===== src/rtl/cache_controller_pkg.sv =====
// Shared definitions for the direct-mapped write-through cache controller:
// address geometry, field slice positions, FSM encoding and counter helper.
package cache_controller_pkg;

    localparam int TAG_W   = 7;
    localparam int IDX_W   = 6;
    localparam int OFF_W   = 3;
    localparam int ADDR_W  = TAG_W + IDX_W + OFF_W;
    localparam int BLOCK_W = 8 << OFF_W;
    localparam int CNT_W   = 16;

    // Address layout is {tag, index, offset}, offset in the low bits.
    localparam int OFF_LSB = 0;
    localparam int IDX_LSB = OFF_W;
    localparam int TAG_LSB = OFF_W + IDX_W;

    typedef enum logic [1:0] {
        ST_IDLE      = 2'd0,
        ST_COMPARE   = 2'd1,
        ST_ALLOCATE  = 2'd2,
        ST_WRITE_MEM = 2'd3
    } state_t;

    function automatic logic [CNT_W-1:0] sat_inc(input logic [CNT_W-1:0] v);
        return (&v) ? v : v + 1'b1;
    endfunction

endpackage


===== src/rtl/cache_controller_if.sv =====
// Bundle of processor, memory and data-array signals around the controller.
// Handshake: cpu_req is taken only in IDLE, cpu_ready pulses one cycle on completion;
// mem_rd_req/mem_wr_req stay high until a one-cycle mem_ack, which is ignored otherwise.
interface cache_controller_if;
    import cache_controller_pkg::*;

    logic               cpu_req;
    logic               cpu_wr;
    logic [ADDR_W-1:0]  cpu_addr;
    logic [7:0]         cpu_wdata;
    logic [7:0]         cpu_rdata;
    logic               cpu_ready;

    logic               mem_rd_req;
    logic               mem_wr_req;
    logic [ADDR_W-1:0]  mem_addr;
    logic [7:0]         mem_wdata;
    logic [BLOCK_W-1:0] mem_rdata;
    logic               mem_ack;

    logic [IDX_W-1:0]   da_index;
    logic [OFF_W-1:0]   da_offset;
    logic [7:0]         da_wdata;
    logic               da_wr_en;
    logic               da_update;
    logic [BLOCK_W-1:0] da_block;
    logic [7:0]         da_rdata;

    modport master (
        input  cpu_req, cpu_wr, cpu_addr, cpu_wdata, mem_rdata, mem_ack, da_rdata,
        output cpu_rdata, cpu_ready, mem_rd_req, mem_wr_req, mem_addr, mem_wdata,
        output da_index, da_offset, da_wdata, da_wr_en, da_update, da_block
    );

    modport slave (
        output cpu_req, cpu_wr, cpu_addr, cpu_wdata, mem_rdata, mem_ack, da_rdata,
        input  cpu_rdata, cpu_ready, mem_rd_req, mem_wr_req, mem_addr, mem_wdata,
        input  da_index, da_offset, da_wdata, da_wr_en, da_update, da_block
    );

endinterface


===== src/rtl/cache_controller_tag_array.sv =====
// Per-line {valid, tag} store: synchronous write, combinational read.
// Only the valid bits are cleared by reset; stale tags are harmless once invalid.
module cache_controller_tag_array #(
    parameter int TAG_W = 7,
    parameter int IDX_W = 6
) (
    input  logic             clk,
    input  logic             rst,
    input  logic [IDX_W-1:0] rd_index,
    output logic             rd_valid,
    output logic [TAG_W-1:0] rd_tag,
    input  logic             wr_en,
    input  logic [IDX_W-1:0] wr_index,
    input  logic [TAG_W-1:0] wr_tag
);
    localparam int LINES = 1 << IDX_W;

    logic [LINES-1:0] valid_q;
    logic [TAG_W-1:0] tag_q [LINES];

    always_ff @(posedge clk) begin
        if (rst) begin
            valid_q <= '0;
        end else if (wr_en) begin
            valid_q[wr_index] <= 1'b1;
        end
    end

    always_ff @(posedge clk) begin
        if (wr_en && !rst) begin
            tag_q[wr_index] <= wr_tag;
        end
    end

    assign rd_valid = valid_q[rd_index];
    assign rd_tag   = tag_q[rd_index];

endmodule


===== src/rtl/cache_controller.sv =====
// Direct-mapped, write-through, no-write-allocate cache controller with an
// external data array; read misses fetch and install the whole line.
module cache_controller #(
    parameter int TAG_W = cache_controller_pkg::TAG_W,
    parameter int IDX_W = cache_controller_pkg::IDX_W,
    parameter int OFF_W = cache_controller_pkg::OFF_W
) (
    input  logic                        clk,
    input  logic                        rst,
    cache_controller_if.master          bus,
    output logic [15:0]                 hit_cnt,
    output logic [15:0]                 miss_cnt,
    output cache_controller_pkg::state_t dbg_state
);
    import cache_controller_pkg::*;

    localparam int A_W    = TAG_W + IDX_W + OFF_W;
    localparam int IDX_LO = OFF_W;
    localparam int TAG_LO = OFF_W + IDX_W;

    state_t           state_q;
    logic [A_W-1:0]   addr_q;
    logic             wr_q;
    logic [7:0]       wdata_q;
    logic             recmp_q;
    logic [15:0]      hit_q;
    logic [15:0]      miss_q;
    logic             mem_rd_q;
    logic             mem_wr_q;
    logic [A_W-1:0]   mem_addr_q;
    logic [7:0]       mem_wdata_q;

    logic [OFF_W-1:0] l_off;
    logic [IDX_W-1:0] l_idx;
    logic [TAG_W-1:0] l_tag;
    logic             line_valid;
    logic [TAG_W-1:0] line_tag;
    logic             in_compare;
    logic             hit;
    logic             alloc_ack;
    logic             wmem_ack;

    assign l_off = addr_q[OFF_W-1:0];
    assign l_idx = addr_q[IDX_LO +: IDX_W];
    assign l_tag = addr_q[TAG_LO +: TAG_W];

    cache_controller_tag_array #(.TAG_W(TAG_W), .IDX_W(IDX_W)) u_tag_array (
        .clk      (clk),
        .rst      (rst),
        .rd_index (l_idx),
        .rd_valid (line_valid),
        .rd_tag   (line_tag),
        .wr_en    (alloc_ack),
        .wr_index (l_idx),
        .wr_tag   (l_tag)
    );

    // Pulses tied to the hit decision or to mem_ack must appear in the same
    // cycle, so they are decoded from the registered state rather than stored.
    assign in_compare = (state_q == ST_COMPARE) && !rst;
    assign hit        = in_compare && line_valid && (line_tag == l_tag);
    assign alloc_ack  = (state_q == ST_ALLOCATE) && bus.mem_ack && !rst;
    assign wmem_ack   = (state_q == ST_WRITE_MEM) && bus.mem_ack && !rst;

    assign bus.cpu_ready  = (hit && !wr_q) || wmem_ack;
    assign bus.cpu_rdata  = bus.da_rdata;
    assign bus.da_wr_en   = hit && wr_q;
    assign bus.da_update  = alloc_ack;
    assign bus.da_wdata   = wdata_q;
    assign bus.da_block   = bus.mem_rdata;
    assign bus.da_index   = (state_q == ST_IDLE) ? bus.cpu_addr[IDX_LO +: IDX_W] : l_idx;
    assign bus.da_offset  = (state_q == ST_IDLE) ? bus.cpu_addr[OFF_W-1:0] : l_off;
    assign bus.mem_rd_req = mem_rd_q;
    assign bus.mem_wr_req = mem_wr_q;
    assign bus.mem_addr   = mem_addr_q;
    assign bus.mem_wdata  = mem_wdata_q;

    assign hit_cnt   = hit_q;
    assign miss_cnt  = miss_q;
    assign dbg_state = state_q;

    always_ff @(posedge clk) begin
        if (rst) begin
            state_q     <= ST_IDLE;
            recmp_q     <= 1'b0;
            hit_q       <= '0;
            miss_q      <= '0;
            mem_rd_q    <= 1'b0;
            mem_wr_q    <= 1'b0;
            mem_addr_q  <= '0;
            mem_wdata_q <= '0;
        end else begin
            case (state_q)
                ST_IDLE: begin
                    if (bus.cpu_req) begin
                        addr_q  <= bus.cpu_addr;
                        wr_q    <= bus.cpu_wr;
                        wdata_q <= bus.cpu_wdata;
                        state_q <= ST_COMPARE;
                    end
                end
                ST_COMPARE: begin
                    // The re-compare after a line fill is bookkeeping, not a new access.
                    recmp_q <= 1'b0;
                    if (!recmp_q) begin
                        if (hit) hit_q  <= sat_inc(hit_q);
                        else     miss_q <= sat_inc(miss_q);
                    end
                    if (wr_q) begin
                        mem_wr_q    <= 1'b1;
                        mem_addr_q  <= addr_q;
                        mem_wdata_q <= wdata_q;
                        state_q     <= ST_WRITE_MEM;
                    end else if (hit) begin
                        state_q <= ST_IDLE;
                    end else begin
                        mem_rd_q   <= 1'b1;
                        mem_addr_q <= {l_tag, l_idx, {OFF_W{1'b0}}};
                        state_q    <= ST_ALLOCATE;
                    end
                end
                ST_ALLOCATE: begin
                    if (bus.mem_ack) begin
                        mem_rd_q <= 1'b0;
                        recmp_q  <= 1'b1;
                        state_q  <= ST_COMPARE;
                    end
                end
                ST_WRITE_MEM: begin
                    if (bus.mem_ack) begin
                        mem_wr_q <= 1'b0;
                        state_q  <= ST_IDLE;
                    end
                end
                default: state_q <= ST_IDLE;
            endcase
        end
    end

endmodule


===== src/flat_wrapper.sv =====
// flat-port wrapper written by rule: the top's interface ports become plain ports
module cache_controller_flat import cache_controller_pkg::*;
#(
    parameter int TAG_W = cache_controller_pkg::TAG_W,
    parameter int IDX_W = cache_controller_pkg::IDX_W,
    parameter int OFF_W = cache_controller_pkg::OFF_W
)
  (clk, rst, hit_cnt, miss_cnt, dbg_state, bus_cpu_req, bus_cpu_wr, bus_cpu_addr, bus_cpu_wdata, bus_mem_rdata, bus_mem_ack, bus_da_rdata, bus_cpu_rdata, bus_cpu_ready, bus_mem_rd_req, bus_mem_wr_req, bus_mem_addr, bus_mem_wdata, bus_da_index, bus_da_offset, bus_da_wdata, bus_da_wr_en, bus_da_update, bus_da_block);
  cache_controller_if bus_i ();
  input  logic clk;
  input  logic rst;
  output logic [15:0] hit_cnt;
  output logic [15:0] miss_cnt;
  output cache_controller_pkg::state_t dbg_state;
  input wire logic [$bits(bus_i.cpu_req)-1:0] bus_cpu_req;
  input wire logic [$bits(bus_i.cpu_wr)-1:0] bus_cpu_wr;
  input wire logic [$bits(bus_i.cpu_addr)-1:0] bus_cpu_addr;
  input wire logic [$bits(bus_i.cpu_wdata)-1:0] bus_cpu_wdata;
  input wire logic [$bits(bus_i.mem_rdata)-1:0] bus_mem_rdata;
  input wire logic [$bits(bus_i.mem_ack)-1:0] bus_mem_ack;
  input wire logic [$bits(bus_i.da_rdata)-1:0] bus_da_rdata;
  output wire logic [$bits(bus_i.cpu_rdata)-1:0] bus_cpu_rdata;
  output wire logic [$bits(bus_i.cpu_ready)-1:0] bus_cpu_ready;
  output wire logic [$bits(bus_i.mem_rd_req)-1:0] bus_mem_rd_req;
  output wire logic [$bits(bus_i.mem_wr_req)-1:0] bus_mem_wr_req;
  output wire logic [$bits(bus_i.mem_addr)-1:0] bus_mem_addr;
  output wire logic [$bits(bus_i.mem_wdata)-1:0] bus_mem_wdata;
  output wire logic [$bits(bus_i.da_index)-1:0] bus_da_index;
  output wire logic [$bits(bus_i.da_offset)-1:0] bus_da_offset;
  output wire logic [$bits(bus_i.da_wdata)-1:0] bus_da_wdata;
  output wire logic [$bits(bus_i.da_wr_en)-1:0] bus_da_wr_en;
  output wire logic [$bits(bus_i.da_update)-1:0] bus_da_update;
  output wire logic [$bits(bus_i.da_block)-1:0] bus_da_block;
  assign bus_i.cpu_req = bus_cpu_req;
  assign bus_i.cpu_wr = bus_cpu_wr;
  assign bus_i.cpu_addr = bus_cpu_addr;
  assign bus_i.cpu_wdata = bus_cpu_wdata;
  assign bus_i.mem_rdata = bus_mem_rdata;
  assign bus_i.mem_ack = bus_mem_ack;
  assign bus_i.da_rdata = bus_da_rdata;
  assign bus_cpu_rdata = bus_i.cpu_rdata;
  assign bus_cpu_ready = bus_i.cpu_ready;
  assign bus_mem_rd_req = bus_i.mem_rd_req;
  assign bus_mem_wr_req = bus_i.mem_wr_req;
  assign bus_mem_addr = bus_i.mem_addr;
  assign bus_mem_wdata = bus_i.mem_wdata;
  assign bus_da_index = bus_i.da_index;
  assign bus_da_offset = bus_i.da_offset;
  assign bus_da_wdata = bus_i.da_wdata;
  assign bus_da_wr_en = bus_i.da_wr_en;
  assign bus_da_update = bus_i.da_update;
  assign bus_da_block = bus_i.da_block;
  cache_controller #(.TAG_W(TAG_W), .IDX_W(IDX_W), .OFF_W(OFF_W)) u_core (.clk(clk), .rst(rst), .bus(bus_i), .hit_cnt(hit_cnt), .miss_cnt(miss_cnt), .dbg_state(dbg_state));
endmodule

===== config.mk =====
export PLATFORM = sky130hd
export DESIGN_NAME = cache_controller_flat
export DESIGN_NICKNAME = d
export VERILOG_FILES = /design/src/rtl/cache_controller_pkg.sv /design/src/rtl/cache_controller_if.sv /design/src/rtl/cache_controller_tag_array.sv /design/src/rtl/cache_controller.sv /design/src/flat_wrapper.sv
export SDC_FILE = /design/constraint.sdc
export NUM_CORES = 1
export LEC_CHECK = 0
export BUFFER_PORTS_ARGS = -buffer_cell sky130_fd_sc_hd__buf_4
export CORE_UTILIZATION = 53
export CTS_CLUSTER_SIZE = 40
export DETAILED_ROUTE_END_ITERATION = 8
export PLACE_DENSITY = 0.8
export SLEW_MARGIN = 20
export SYNTH_ARGS = -nofsm -noshare
export SYNTH_HDL_FRONTEND = slang
export SYNTH_SLANG_ARGS = --single-unit
export TNS_END_PERCENT = 100

===== constraint.sdc =====
create_clock -name clk -period 3.9 [get_ports clk]
set_clock_uncertainty 0.15 [all_clocks]
set_input_delay 0 -clock clk [delete_from_list [all_inputs] [get_ports clk]]
set_output_delay 0 -clock clk [all_outputs]
set_load 0.005 [all_outputs]

# Word-level counts from Yosys, hierarchy flattened
# Memory sizes are Yosys's and may differ from the RTL's. A register that Yosys moved wholly into a read port is not among the register bits.
# Cells that the tools add are included.
[word_totals]
regBits = 150
ramBits = 448
output_inout_bits = 152
elab_cells = 87
n_memories = 1
[memory_table]
columns = ["memory", "depth", "word_bits", "read_ports", "rd_clocked_by_memory_dff", "wr", "line", "rtl"]
rows = [
  ["u_core.u_tag_array.tag_q", 64, 7, 1, 1, 1, "cache_controller_tag_array.sv:19", "logic [TAG_W-1:0] tag_q [LINES];"],
]
[op_classes]
n_addsub = 2
magnitude_cmp = 2
n_eq_ne = 11
muxes = 25
bitwise_logic = 6
n_reduce_logical = 28
[op_table]
columns = ["operator", "count"]
rows = [
  ["$or A64 B64 Y64", 1],
  ["$add A16 B1 Y16 const B", 2],
  ["$mux W16", 2],
  ["$reduce_and A16 Y1", 2],
  ["$mux W6", 2],
  ["$reduce_and A4 Y1", 3],
  ["$logic_and A1 B1 Y1", 11],
  ["$mux W2", 5],
  ["$ne A2 B2 Y1 const B", 5],
  ["$mux W1", 9],
  ["$reduce_and A3 Y1", 3],
  ["$pmux W2 S4", 1],
  ["$eq A7 B7 Y1", 1],
  ["$lt A6 B7 Y1 const B", 1],
  ["$bmux W1 S6", 1],
  ["$demux W1 S6", 1],
  ["$ge A6 B1 Y1 const B", 1],
  ["$pmux W1 S2", 3],
  ["$reduce_and A2 Y1", 3],
  ["$not A1 Y1", 5],
  ["$eq A2 B2 Y1 const B", 2],
  ["$ne A2 B1 Y1 const B", 2],
  ["$reduce_bool A2 Y1", 2],
  ["$mux W3", 1],
  ["other kinds (4)", 5],
]

# Longest topological paths before layout
[logic_depth]
word_depth = 7
mapped_depth = 15
depth_no_buf = 10

# By module
# Synthesis repeated with hierarchy kept, for this count alone.
[unflattened]
cells_unflattened = 1511
hier_area_um2 = 24503.5
[by_module_without_submodules]
columns = ["module", "n_inst", "cells_each", "area_each_um2"]
rows = [
  ["cache_controller_tag_array", 1, 1063, 20170.6],
  ["cache_controller", 1, 448, 4332.9],
]

# Least setup slack after synthesis
# OpenSTA, ideal clock, no wires.
[synth_timing]
path_kind = "flip-flop to flip-flop"
startpoint = "register (tool-made name)"
endpoint = "register u_core.mem_addr_q[11] (netlist: u_core.bus.mem_addr[11])"
setup_time_ps = 128
t_arrival_ps = 3346
required_time_ps = 3622
path_slack_ps = 277
stages_incl_launch_ff = 14
path_buffers = 3
cell_sequence = "dfxtp_1 > buf_6 > buf_6 > mux4_2 > and2_1 > a211oi_1 > nor4_1 > nand3b_1 > a22oi_1 > nand4_4 > o41ai_4 > buf_6 > mux2i_1 > nor2_1"
[synth_lines]
columns = ["element", "line", "rtl"]
rows = [
  ["to (signal assigned)", "cache_controller.sv:111", "mem_addr_q <= addr_q;"],
  ["to (signal assigned)", "cache_controller.sv:118", "mem_addr_q <= {l_tag, l_idx, {OFF_W{1'b0}}};"],
  ["to (decl)", "cache_controller.sv:30", "logic [A_W-1:0] mem_addr_q;"],
]

==> PnR_summary.wiki <==
{| class="wikitable"
! Metric !! Value
|-
| Run status || complete, but fails checks
|-
| Violated checks || setup timing
|-
| Met2 track demand over resource || 0.449
|-
| Number of antenna violations at the first check in global routing || 0
|-
| Unrepaired setup endpoints after global routing || true
|-
| Count of flip-flops with a built-in enable after synthesis || 473
|-
| Number of maximum-capacitance constraint violations || 0
|-
| Number of vias in the routed layout || 16.2k
|-
| Overall power of the completed layout || 13.9 mW
|-
| Core ar. || 45700 um2
|-
| Layout net count || 2031
|-
| Cell variety after synth || 64
|-
| Starting density of the core || 0.540
|-
| Leading cell types by total area after synthesis || edfxtp_1 (58%), dfxtp_1 (11%), mux4_2 (8.4%)
|-
| Summed instance area of the synthesized netlist || 24700 um2
|-
| Overall die width || 218 um
|-
| Routed Wire Length || 68.0 mm
|-
| Maximum clock rate || 243 MHz
|-
| Routability-driven placement congestion ratio || 1.01
|-
| Worst VDD drop || 0.360 mV
|-
| Highest cell delay on the worst timing path || 550 ps
|-
| TritonCTS clock tree || built
|-
| Max-slew violation count || 0
|-
| Endpoint arrival time on the critical path || 3970 ps
|-
| Via count of the first global-routing pass || 15.6k
|-
| Share of final-layout standard cells stronger than drive strength 1 || 0.267
|-
| Slew of the pin with the lowest slew margin || 1140 ps
|-
| Syn Inst Count || 1623
|-
| Most used standard cells in the synthesized netlist || edfxtp_1 (473), nor2_1 (188), dfxtp_1 (131)
|-
| Tightest slew margin relative to the limit || 0.240
|-
| Worst slack at placement || -58.8 ps
|-
| Clock tree root driver cell || clkbuf_16
|-
| Proportion of register bits with asynchronous set or reset after synthesis || 0
|-
| Number of detailed-routing iterations run before antenna repair || 8
|-
| Maximum number of pins on one net before global-route repair || 101
|-
| Die Area || 47400 um2
|-
| Post-route fraction of the period consumed by the critical path || 1.06
|-
| Vias per cell || 6.28
|-
| Worst EP required || 3750 ps
|-
| Pwr/cell area || 463 nW/um2
|-
| Global route overflow || 0
|-
| Tot GR Track Use || 0.282
|-
| Final antenna-violating net count || 0
|-
| Proportion of synthesized chip area in sequential cells || 0.682
|-
| Mean routed wirelength per cell || 26.4 um
|-
| Std-Cell Rows || 78
|-
| Final cell count without fillers || 2575
|-
| Static leakage || 10.7 nW
|-
| Slowest stage cell, crit path || mux4_2
|-
| Maximum fanout count along the critical path || 7
|-
| Number of port buffers || 108
|-
| Number of synthesized register bits || 604
|-
| Met1 Resource Use GR || 0.373
|-
| Final-report hold violation count || 0
|-
| Number of setup violations in the final report || 15
|-
| Fraction of post-synthesis cell area in the top cell type by area || 0.575
|-
| Most common flop cell mapped by yosys || edfxtp_1
|-
| Number of cells after detailed placement || 2312
|-
| Chip Height || 218 um
|-
| TritonCTS Buffers || 55
|-
| Number of buffers on the longest clock path || 3
|-
| Count of fill cells added during filler insertion || 2943
|-
| Num ports || 253
|-
| Startpoint kind of the worst setup timing path || register
|-
| DRC violation total after the first TritonRoute iteration || 2025
|-
| Cell family with the largest share of critical-path delay || multiplexers
|-
| Area added between synthesis and finish || 21.7%
|-
| Most numerous cell in the Yosys netlist || edfxtp_1
|-
| Nets in the synthesized netlist || 1726
|-
| Worst hold slack || 34.5 ps
|-
| PnR worst setup slack || -219 ps
|-
| Clk slew on worst S/H paths || 60 ps
|-
| Cell taking the most area after synthesis || edfxtp_1
|-
| Number of warnings reported in the yosys synthesis log || 0
|-
| Final min period || 4120 ps
|-
| Type of destination of the critical path || output port
|-
| Sinks on the clock net || 604
|-
| First-pass GRT wire length || 98.0 mm
|-
| Clock H-tree levels || 2
|-
| Cell Chain, Critical Path || buf_12 > mux4_2 > mux4_2 > mux2i_1 > xor2_1 > nand2_1 > o21ai_2 > nand4_1 > nor3_4 > buf_6 > and2_4 > buf_6
|-
| GRT met3 Usage || 0.0629
|-
| Buffers & Inverters on Critical Path || 3
|-
| Busiest layer in global routing || met2
|-
| Worst-skew pair later-pin latency || 630 ps
|-
| Hold crit path type || in -> reg
|-
| Avg Cell Area, Syn || 15.2 um2
|-
| Number of DRC violations after detailed routing || 0
|-
| Post-detailed-placement half-perimeter wirelength || 42.0 mm
|-
| Critical setup path kind || reg -> out
|}
## routing by layer
layer | part of all wire | vias up | routed length [um]
met3 | 0.11 | 205 | 7760
met1 | 0.37 | 8011 | 24800
met4 | 0.044 | 0 | 2990
met2 | 0.48 | 1229 | 32400
met5 | 0 | - | 0
li1 | - | 6715 | -
## worst reg2reg max path, stage by stage, from the launching register on
cell and delay, ps:
dfxtp_4 430, buf_12 160, mux4_2 560, mux4_2 530, mux2i_1 180, xor2_1 350, nand2_1 130, o21ai_2 100
buf_4 150, nand4_4 150, o41ai_4 390, clkbuf_16 250, mux2i_1 200, nor2_1 60
## state kept, by name (all words and copies together), names as in the netlist, 2 cells and up, named ones only
register and count:
u_core.u_tag_array.tag_q 448, u_core.u_tag_array.valid_q 64, u_core.addr_q 16, u_core.bus.mem_addr 16, u_core.hit_cnt 16, u_core.miss_cnt 16
u_core.bus.da_wdata 8, u_core.bus.mem_wdata 8, u_core.dbg_state 2
## per-stage QoR
stage          setup TNS (ps)   util  area, um2
2_1_floorplan               0      -      24700
4_1_cts                 -96.5  0.649      29600
3_3_place_gp             -365  0.579      26500
3_5_place_dp             -508  0.579      26500
6_report                 -619  0.658      30100
5_1_grt                 -1310  0.658      30000
## layout by cell type, fill, tap and decap left out, drive strengths merged, types with 14 or more instances in the layout
master / n
dlygate4sd3: 124
mux4: 92
nand2: 93
nor2b: 29
dfxtp: 131
clkinv: 24
clkbuf: 76
mux2i: 94
buf: 274
nand3: 25
and2: 14
edfxtp: 473
a21oi: 38
o21a: 34
nor3: 16
o21ai: 21
mux2: 37
a22oi: 26
nor2: 189
## worst paths after layout
path                            from                 endpoint  slack [ps]  cells past startpoint
min                  bus_cpu_addr[5]                 register          30                      4
max                         register             bus_da_wr_en        -220                     12
max reg2reg                 register   u_core.bus.mem_addr[4]         -40                     13
min reg2reg  u_core.bus.mem_wdata[0]  u_core.bus.mem_wdata[0]         310                      2
## kinds of logic after synthesis
logic type / Yosys count / synth area share
xor gates and xnor gates: 14 / 0.00497
muxes: 223 / 0.139
adders and majority gates: 2 / 0.00101
DFF: 604 / 0.682
AOI/OAI and AO/OA: 180 / 0.0507
and+or+nand+nor: 433 / 0.0810
buffers and inverters: 167 / 0.0417
## report_power, final
group	switching [mW]	internal (mW)
logic	0.770	0.666
registers	0.0634	6.97
clock network	2.37	3.09
total	3.20	10.7
## cell type report
class / instances / area (um2) / area share
Antenna cell: 1 / 2.50 / 0.0000833
Clock buffer: 73 / 1530 / 0.0508
Clock inverter: 30 / 288 / 0.00958
Inverter: 14 / 52.6 / 0.00175
Multi-Input combinational cell: 852 / 7000 / 0.233
Sequential cell: 604 / 16800 / 0.560
Tap cell: 600 / 751 / 0.0250
Timing Repair Buffer: 401 / 3590 / 0.119
## timing repair
action	CTS	global route
resized for setup	16	32
endpoints found under the setup margin	39	47
gates cloned	0	3
buffers inserted	8	25
pin swaps	4	7
hold endpoints to repair	174	0
hold buffers	124	0
(Power assumes the default switching activity.)
